<file path="src/rtl/arb_pkg.sv">
// Shared types and sizes for the four-way round-robin arbiter.
package arb_pkg;

  localparam int unsigned N_REQ = 4;
  localparam int unsigned IDX_W = 2;

  typedef enum logic [1:0] {
    IDLE    = 2'd0,
    GRANT   = 2'd1,
    RECOVER = 2'd2
  } state_e;

endpackage

</file>
<file path="src/rtl/decoder_2.sv">
// 2:4 one-hot decoder with enable; output is all-zero when disabled.
module decoder_2
  import arb_pkg::*;
(
  input  logic [IDX_W-1:0] in_i,
  input  logic             en_i,
  output logic [N_REQ-1:0] out_o
);

  always_comb begin
    out_o = '0;
    if (en_i) begin
      out_o[in_i] = 1'b1;
    end
  end

endmodule

</file>
<file path="src/rtl/rr_arbiter_4.sv">
// Four-requester round-robin arbiter with a per-grant hold limit and a one-cycle
// turnaround gap between grants. Every output comes from registered state.
module rr_arbiter_4
  import arb_pkg::*;
#(
  parameter int unsigned MAX_HOLD = 8
) (
  input  logic             clk_in,
  input  logic             rst_in,
  input  logic             en_in,
  input  logic [N_REQ-1:0] req_in,
  output logic [N_REQ-1:0] grant_out,
  output logic [IDX_W-1:0] grant_idx_out,
  output logic             grant_valid_out,
  output logic             timeout_out
);

  localparam int unsigned HoldW = $clog2(MAX_HOLD);
  localparam logic [HoldW-1:0] HoldLast = HoldW'(MAX_HOLD - 1);

  state_e             state_q, state_d;
  logic [IDX_W-1:0]   ptr_q, ptr_d;
  logic [IDX_W-1:0]   idx_q, idx_d;
  logic [HoldW-1:0]   hold_q, hold_d;
  logic               timeout_q, timeout_d;
  logic [IDX_W:0]     win;

  // Returns {found, index} of the first set request scanning ptr, ptr+1, ... mod 4.
  function automatic logic [IDX_W:0] pick(input logic [N_REQ-1:0] req,
                                          input logic [IDX_W-1:0] ptr);
    logic [IDX_W-1:0] cand;
    pick = '0;
    for (int k = N_REQ - 1; k >= 0; k--) begin
      cand = ptr + IDX_W'(k);
      if (req[cand]) begin
        pick = {1'b1, cand};
      end
    end
  endfunction

  always_ff @(posedge clk_in or posedge rst_in) begin
    if (rst_in) begin
      state_q   <= IDLE;
      ptr_q     <= '0;
      idx_q     <= '0;
      hold_q    <= '0;
      timeout_q <= 1'b0;
    end else begin
      state_q   <= state_d;
      ptr_q     <= ptr_d;
      idx_q     <= idx_d;
      hold_q    <= hold_d;
      timeout_q <= timeout_d;
    end
  end

  always_comb begin
    state_d   = state_q;
    ptr_d     = ptr_q;
    idx_d     = idx_q;
    hold_d    = hold_q;
    timeout_d = 1'b0;
    win       = pick(req_in, ptr_q);
    unique case (state_q)
      IDLE, RECOVER: begin
        if (en_in && win[IDX_W]) begin
          state_d = GRANT;
          idx_d   = win[IDX_W-1:0];
          hold_d  = '0;
        end else begin
          state_d = IDLE;
        end
      end
      GRANT: begin
        if (!en_in || !req_in[idx_q]) begin
          state_d = RECOVER;
          ptr_d   = idx_q + IDX_W'(1);
        end else if (hold_q == HoldLast) begin
          state_d   = RECOVER;
          timeout_d = 1'b1;
          ptr_d     = idx_q + IDX_W'(1);
        end else begin
          hold_d = hold_q + HoldW'(1);
        end
      end
      default: state_d = IDLE;
    endcase
  end

  always_comb begin
    grant_valid_out = (state_q == GRANT);
    grant_idx_out   = idx_q;
    timeout_out     = timeout_q;
  end

  decoder_2 u_decoder (
    .in_i  (idx_q),
    .en_i  (grant_valid_out),
    .out_o (grant_out)
  );

endmodule

</file>
<file path="config.mk">
export PLATFORM = sky130hd
export DESIGN_NAME = rr_arbiter_4
export DESIGN_NICKNAME = d
export VERILOG_FILES = /design/src/rtl/arb_pkg.sv /design/src/rtl/decoder_2.sv /design/src/rtl/rr_arbiter_4.sv
export SDC_FILE = /design/constraint.sdc
export NUM_CORES = 1
export LEC_CHECK = 0
export CAP_MARGIN = 20
export CORE_AREA = 2 2 43 45
export DETAILED_ROUTE_END_ITERATION = 12
export DIE_AREA = 0 0 45 47
export GPL_ROUTABILITY_DRIVEN = 0
export PLACE_DENSITY = 0.69
export SKIP_CTS_REPAIR_TIMING = 1
export SYNTH_ARGS = -nofsm -noshare
export SYNTH_HDL_FRONTEND = slang
export SYNTH_SLANG_ARGS = --single-unit
</file>
<file path="constraint.sdc">
create_clock -name clk_in -period 3.4 [get_ports clk_in]
set_input_delay 0.68 -clock clk_in [delete_from_list [all_inputs] [get_ports clk_in]]
set_output_delay 0.68 -clock clk_in [all_outputs]
set_load 0.01 [all_outputs]
</file>
==> results.cfg, run 1 <==
[run_status]
status = finished clean

[critical_path]
setup.worst_path.start = state_q[0]
end_kind = primary output
crit_required_ps = 2720
ff2ff_setup_slack_ps = 1590
crit_end = grant_out[0]
worstPathArrival_ps = 1940
critPathLaunchType = register
r2r_end = hold_q[0]
crit_fanout = 9
r2r-start = hold_q[0]
worstRegToRegCells = 6
criticalPathCategory = register to primary output

[timing]
worstMarginPinSlew_ps = 576
hold_viol = 0
timing.final.crit_share_pct = 76.9
rsz0062_at_grt = false
setup_tns_ps = 0
setup_ws_ps = 784
relSlewSlack_pct = 61.6
whs_ps = 570
clock.fmax_ghz = 0.382
fin_crit_ps = 2620
setup_viol = 0
fin_worst_skew_ps = 0.949
finalMaxSlewViolations = 0

[cells_and_area]
nNetsFinal = 100
antenna_cells = 0
fin_cells = 103
drive_gt1_share_pct = 10.5
area_growth_pct = 25.0

[routing]
drt_first_iter_violations = 6
drtAntennaViolNets = 0
drc = 0
vias_per_cell = 5.54
wire_per_inst_um = 13.3
dr.pass1.iters = 4
vias = 571
routed_wirelength_um = 1370

[synth]
yosysTopAreaCell = dfrtp_1
synth-async-reset-ratio_pct = 100
ys_seq_area_share_pct = 35.7
yosysUniqueCellTypes = 28
syn_area_per_cell_sq_um = 9.89
synth-main-ff-cell = dfrtp_1
yosys.area_share.simple_pct = 15.2
synth_mux_area_share_pct = 10.2
synth_common_cells = 10 x dfrtp_1, 10 x inv_1, 6 x ha_1
synth_edf_count = 0
synth_top_family_by_area = compound AO/OA/AOI/OAI gates
synthTopCellsByArea = dfrtp_1 36%, ha_1 11%, inv_1 5.3%
netlist.area_leader.share_pct = 35.7
synth_compound_area_share_pct = 19.8
syn_inst = 71
yosys_warnings = 0
ys_ff_latch = 10
yosys.area_share.adder_pct = 10.7
synth.net_count = 84
syn_area_sq_um = 702
synthXorXnorAreaFrac_pct = 0

[clock_tree]
h-tree-depth = 1
cts_max_path_buffers = 2
cts_tree = yes
cts_sinks = 10
cts_buffers = 3
cts_root_buf = clkbuf_4
clk_pin_slew_worst_paths_ps = 70
clk-insertion-delay-late_ps = 260

[grt]
grt_max_degree = 13
antenna_found_initial = 0
track_usage_pct = 14.9
grt_pass1_vias = 495
grt_pass1_wl_um = 2240
overflow = 0

[flow_run]
maxCapViolCount = 0

[die]
ios = 15
start_util_pct = 42.5
die_x_um = 45
core_area_sq_um = 1650
fp-row-count = 15
die_h_um = 47
die-area_sq_um = 2120

[placement]
dp_cells = 99
post-place-ws_ps = 1110
portBuffers = 14
dp_hpwl_um = 1040

[pwr]
power_leakage_nw = 0.407
power_density_nw_per_um2 = 657
vdd_ir_drop_max_mv = 0.304

[min_path]
holdCritPathClass = register to register
## state kept, by name, summed over array words and instances (netlist names)
| register | flops |
|---|---|
| ptr_q | 2 |
| grant_idx_out | 2 |
| state_q | 2 |
| timeout_out | 1 |
| hold_q | 3 |
## per-layer routing
metal | vias to the layer above | routed length [um] | GRT usage (%)
li1 | 283 | - | -
met2 | 11 | 643 | 23.7
met5 | - | 0 | 0
met4 | 0 | 12 | 7.06
met1 | 275 | 668 | 19.9
met3 | 2 | 42 | 2.31
## placed cells by master, fill, tap and decap left out
| cell | count |
|---|---|
| ha_1 | 6 |
| clkbuf_8 | 1 |
| mux2i_1 | 3 |
| a21o_1 | 2 |
| dfrtp_1 | 10 |
| nor2b_1 | 1 |
| clkbuf_4 | 3 |
| mux2_4 | 2 |
| o2bb2ai_1 | 1 |
| a211oi_1 | 1 |
| o21a_1 | 1 |
| o2bb2ai_2 | 1 |
| nand2_1 | 3 |
| nand4bb_1 | 1 |
| mux2_2 | 1 |
| o221ai_1 | 4 |
| a21oi_1 | 4 |
| a21boi_4 | 1 |
| o21ai_1 | 1 |
| inv_1 | 10 |
| nand3_1 | 2 |
| clkdlybuf4s50_1 | 14 |
| o22ai_1 | 1 |
| nand4_1 | 2 |
| nand2b_1 | 1 |
| and2_1 | 4 |
| nor4b_1 | 1 |
| nor2_1 | 4 |
## how the worst min path moves through the flow
stage / end / startpoint / cells past startpoint
after CTS: hold_q[0] / hold_q[0] / 2
after global placement: hold_q[0] / hold_q[0] / 2
after global routing: hold_q[0] / hold_q[0] / 2
after floorplan: grant_idx_out[0] / rst_in / 1
final: hold_q[0] / hold_q[0] / 2
after detailed placement: hold_q[0] / hold_q[0] / 2
## metrics by stage
stage	instance area, sq um	power [mW]	util (%)
after CTS	877	0.580	53.1
after detailed placement	841	0.466	50.9
after global routing	877	0.625	53.1
after floorplan	702	0.389	-
final	877	0.576	53.1
after global placement	841	0.465	50.9
## power by group
group / internal, mW / total [mW] / switching, mW
sequential: 0.155 / 0.215 / 0.0591
clock: 0.0650 / 0.110 / 0.0448
combinational: 0.139 / 0.251 / 0.113
total: 0.359 / 0.576 / 0.217
## area by class of cell
class,count,area (sq um)
Clock buffer,4,36.3
Fill cell,163,774
Inverter,10,37.5
Multi-Input combinational cell,48,392
Sequential cell,10,250
Tap cell,17,21.3
Timing Repair Buffer,14,140
## kinds of logic after synthesis
logic type	after synthesis
and+or+nand+nor	19
AOI/OAI and AO/OA	17
DFF	10
adders and majority gates	6
muxes	6
buffers and inverters	13
## critical path, stage by stage, from the launching register on
cell             delay [ps]
dfrtp_1                 400
nor2b_1                 510
and2_1                  230
clkdlybuf4s50_1         540
Power figures use the tool's default switching activity.
==> inputs of run 2 (changes only) <==
==> constraint.sdc (replaced) <==
create_clock -name clk_in -period 2.59 [get_ports clk_in]
set_input_delay 0.518 -clock clk_in [delete_from_list [all_inputs] [get_ports clk_in]]
set_output_delay 0.518 -clock clk_in [all_outputs]
set_load 0.01 [all_outputs]
==> run 2 against run 1 <==
Effect of this change:
- hold slack worse by 39 ps
- utilization up 0.45 points
- register-to-register slack lost 800 ps
- count of clock-buffer cells in the layout stayed put
- cell count grew 0.97%
- via count is 0.53% lower
- sequential power rose by 30%
==> results.cfg, run 2 (synthesis results as in run 1) <==
[clock_tree]
cts_tree = yes
cts_root_buf = clkbuf_4
cts_max_path_buffers = 2
h-tree-depth = 1
cts_sinks = 10
clk-insertion-delay-late_ps = 270
clk_pin_slew_worst_paths_ps = 80
cts_buffers = 3

[routing]
vias_per_cell = 5.46
drt_first_iter_violations = 6
drc = 0
vias = 568
dr.pass1.iters = 4
wire_per_inst_um = 13.7
drtAntennaViolNets = 0
routed_wirelength_um = 1430

[pwr]
vdd_ir_drop_max_mv = 0.415
power_density_nw_per_um2 = 868
power_leakage_nw = 0.412
pwr-share-comb_pct = 44.3
clockPowerShare_pct = 19.3
power.internal_mw = 0.477
sequentialPowerShare_pct = 36.3
switchingPower_mw = 0.291
switching_share_pct = 37.9

[placement]
dp_hpwl_um = 1090
dp_cells = 100
portBuffers = 14

[cells_and_area]
largest_register_ffs = 3
fin_cells = 104
drive_gt1_share_pct = 11.5
seq_area_sq_um = 250
regMostFlops = hold_q
layout_commonest_cell = clkdlybuf4s50_1
fill_cells = 158
layout_common_cells = 14 x clkdlybuf4s50_1, 10 x inv_1, 10 x dfrtp_1
area_growth_pct = 26.0
nNetsFinal = 101
multi_input_area_sq_um = 392
antenna_cells = 0

[critical_path]
criticalPathCategory = register to primary output
crit_required_ps = 2070
ff2ff_setup_slack_ps = 790
crit_fanout = 12
worstPathArrival_ps = 1750
end_kind = primary output
critPathLaunchType = register

[grt]
grt_pass1_wl_um = 2450
track_usage_pct = 16.3
grt_pass1_vias = 534
overflow = 0
antenna_found_initial = 0
grt_max_degree = 13

[timing]
timing.final.crit_share_pct = 87.4
fin_crit_ps = 2260
setup_tns_ps = 0
fin_worst_skew_ps = 5.12
worstMarginPinSlew_ps = 464
clock.fmax_ghz = 0.442
relSlewSlack_pct = 69.1
setup_viol = 0
hold_viol = 0
finalMaxSlewViolations = 0
rsz0062_at_grt = false

[die]
ios = 15
die_h_um = 47
core_area_sq_um = 1650
die-area_sq_um = 2120
start_util_pct = 42.5
die_x_um = 45
fp-row-count = 15

[run_status]
status = finished clean

[min_path]
holdCritPathClass = input port to asynchronous set/reset pin

[flow_run]
maxCapViolCount = 0
run 2: power by group through the flow:
stage                     Sequential (mW)  Combinational (mW)  Clock (mW)
final                               0.279               0.340       0.148
after detailed placement            0.281               0.342           0
after CTS                           0.278               0.344       0.148
after global routing                0.290               0.383       0.157
after floorplan                     0.260               0.251           0
after global placement              0.278               0.336           0
run 2: final cells by class:
class / count / area share (%)
Clock buffer: 4 / 4.10
Inverter: 10 / 4.24
Multi-Input combinational cell: 48 / 44.3
Sequential cell: 10 / 28.3
Tap cell: 17 / 2.40
Timing Repair Buffer: 15 / 16.7
run 2: worst paths after layout:
check,start,endpoint,cells past startpoint
min,rst_in,timeout_out,2
max,grant_idx_out[0],grant_out[0],4
min in group clk_in,hold_q[0],hold_q[0],2
max reg2reg,hold_q[1],hold_q[0],6
max in group asynchronous,rst_in,hold_q[1],2
min reg2reg,hold_q[0],hold_q[0],2
run 2: through the flow:
step           power, mW  utilization, %  worst slack (ps)  cell area [sq um]  hold WS, ps
4_1_cts            0.770            53.6               319                885          543
5_1_grt            0.829            53.6               208                885          571
2_1_floorplan      0.511               -               991                702          358
6_report           0.768            53.6               325                885          530
3_3_place_gp       0.614            51.4               531                848          544
3_5_place_dp       0.623            51.4               505                848          551
run 2: per-layer routing:
| metal | part of all wire [%] | vias to the layer above | GRT usage [%] |
|---|---|---|---|
| li1 | - | 283 | - |
| met1 | 50 | 274 | 21.7 |
| met2 | 46 | 7 | 25.7 |
| met3 | 2.2 | 4 | 2.31 |
| met4 | 1.8 | 0 | 8.82 |
| met5 | 0 | - | 0 |
run 2: critical path: stages (launching register included):
cell             delay, ps
dfrtp_1                560
inv_1                  110
ha_1                   210
and2_1                 130
clkdlybuf4s50_1        470
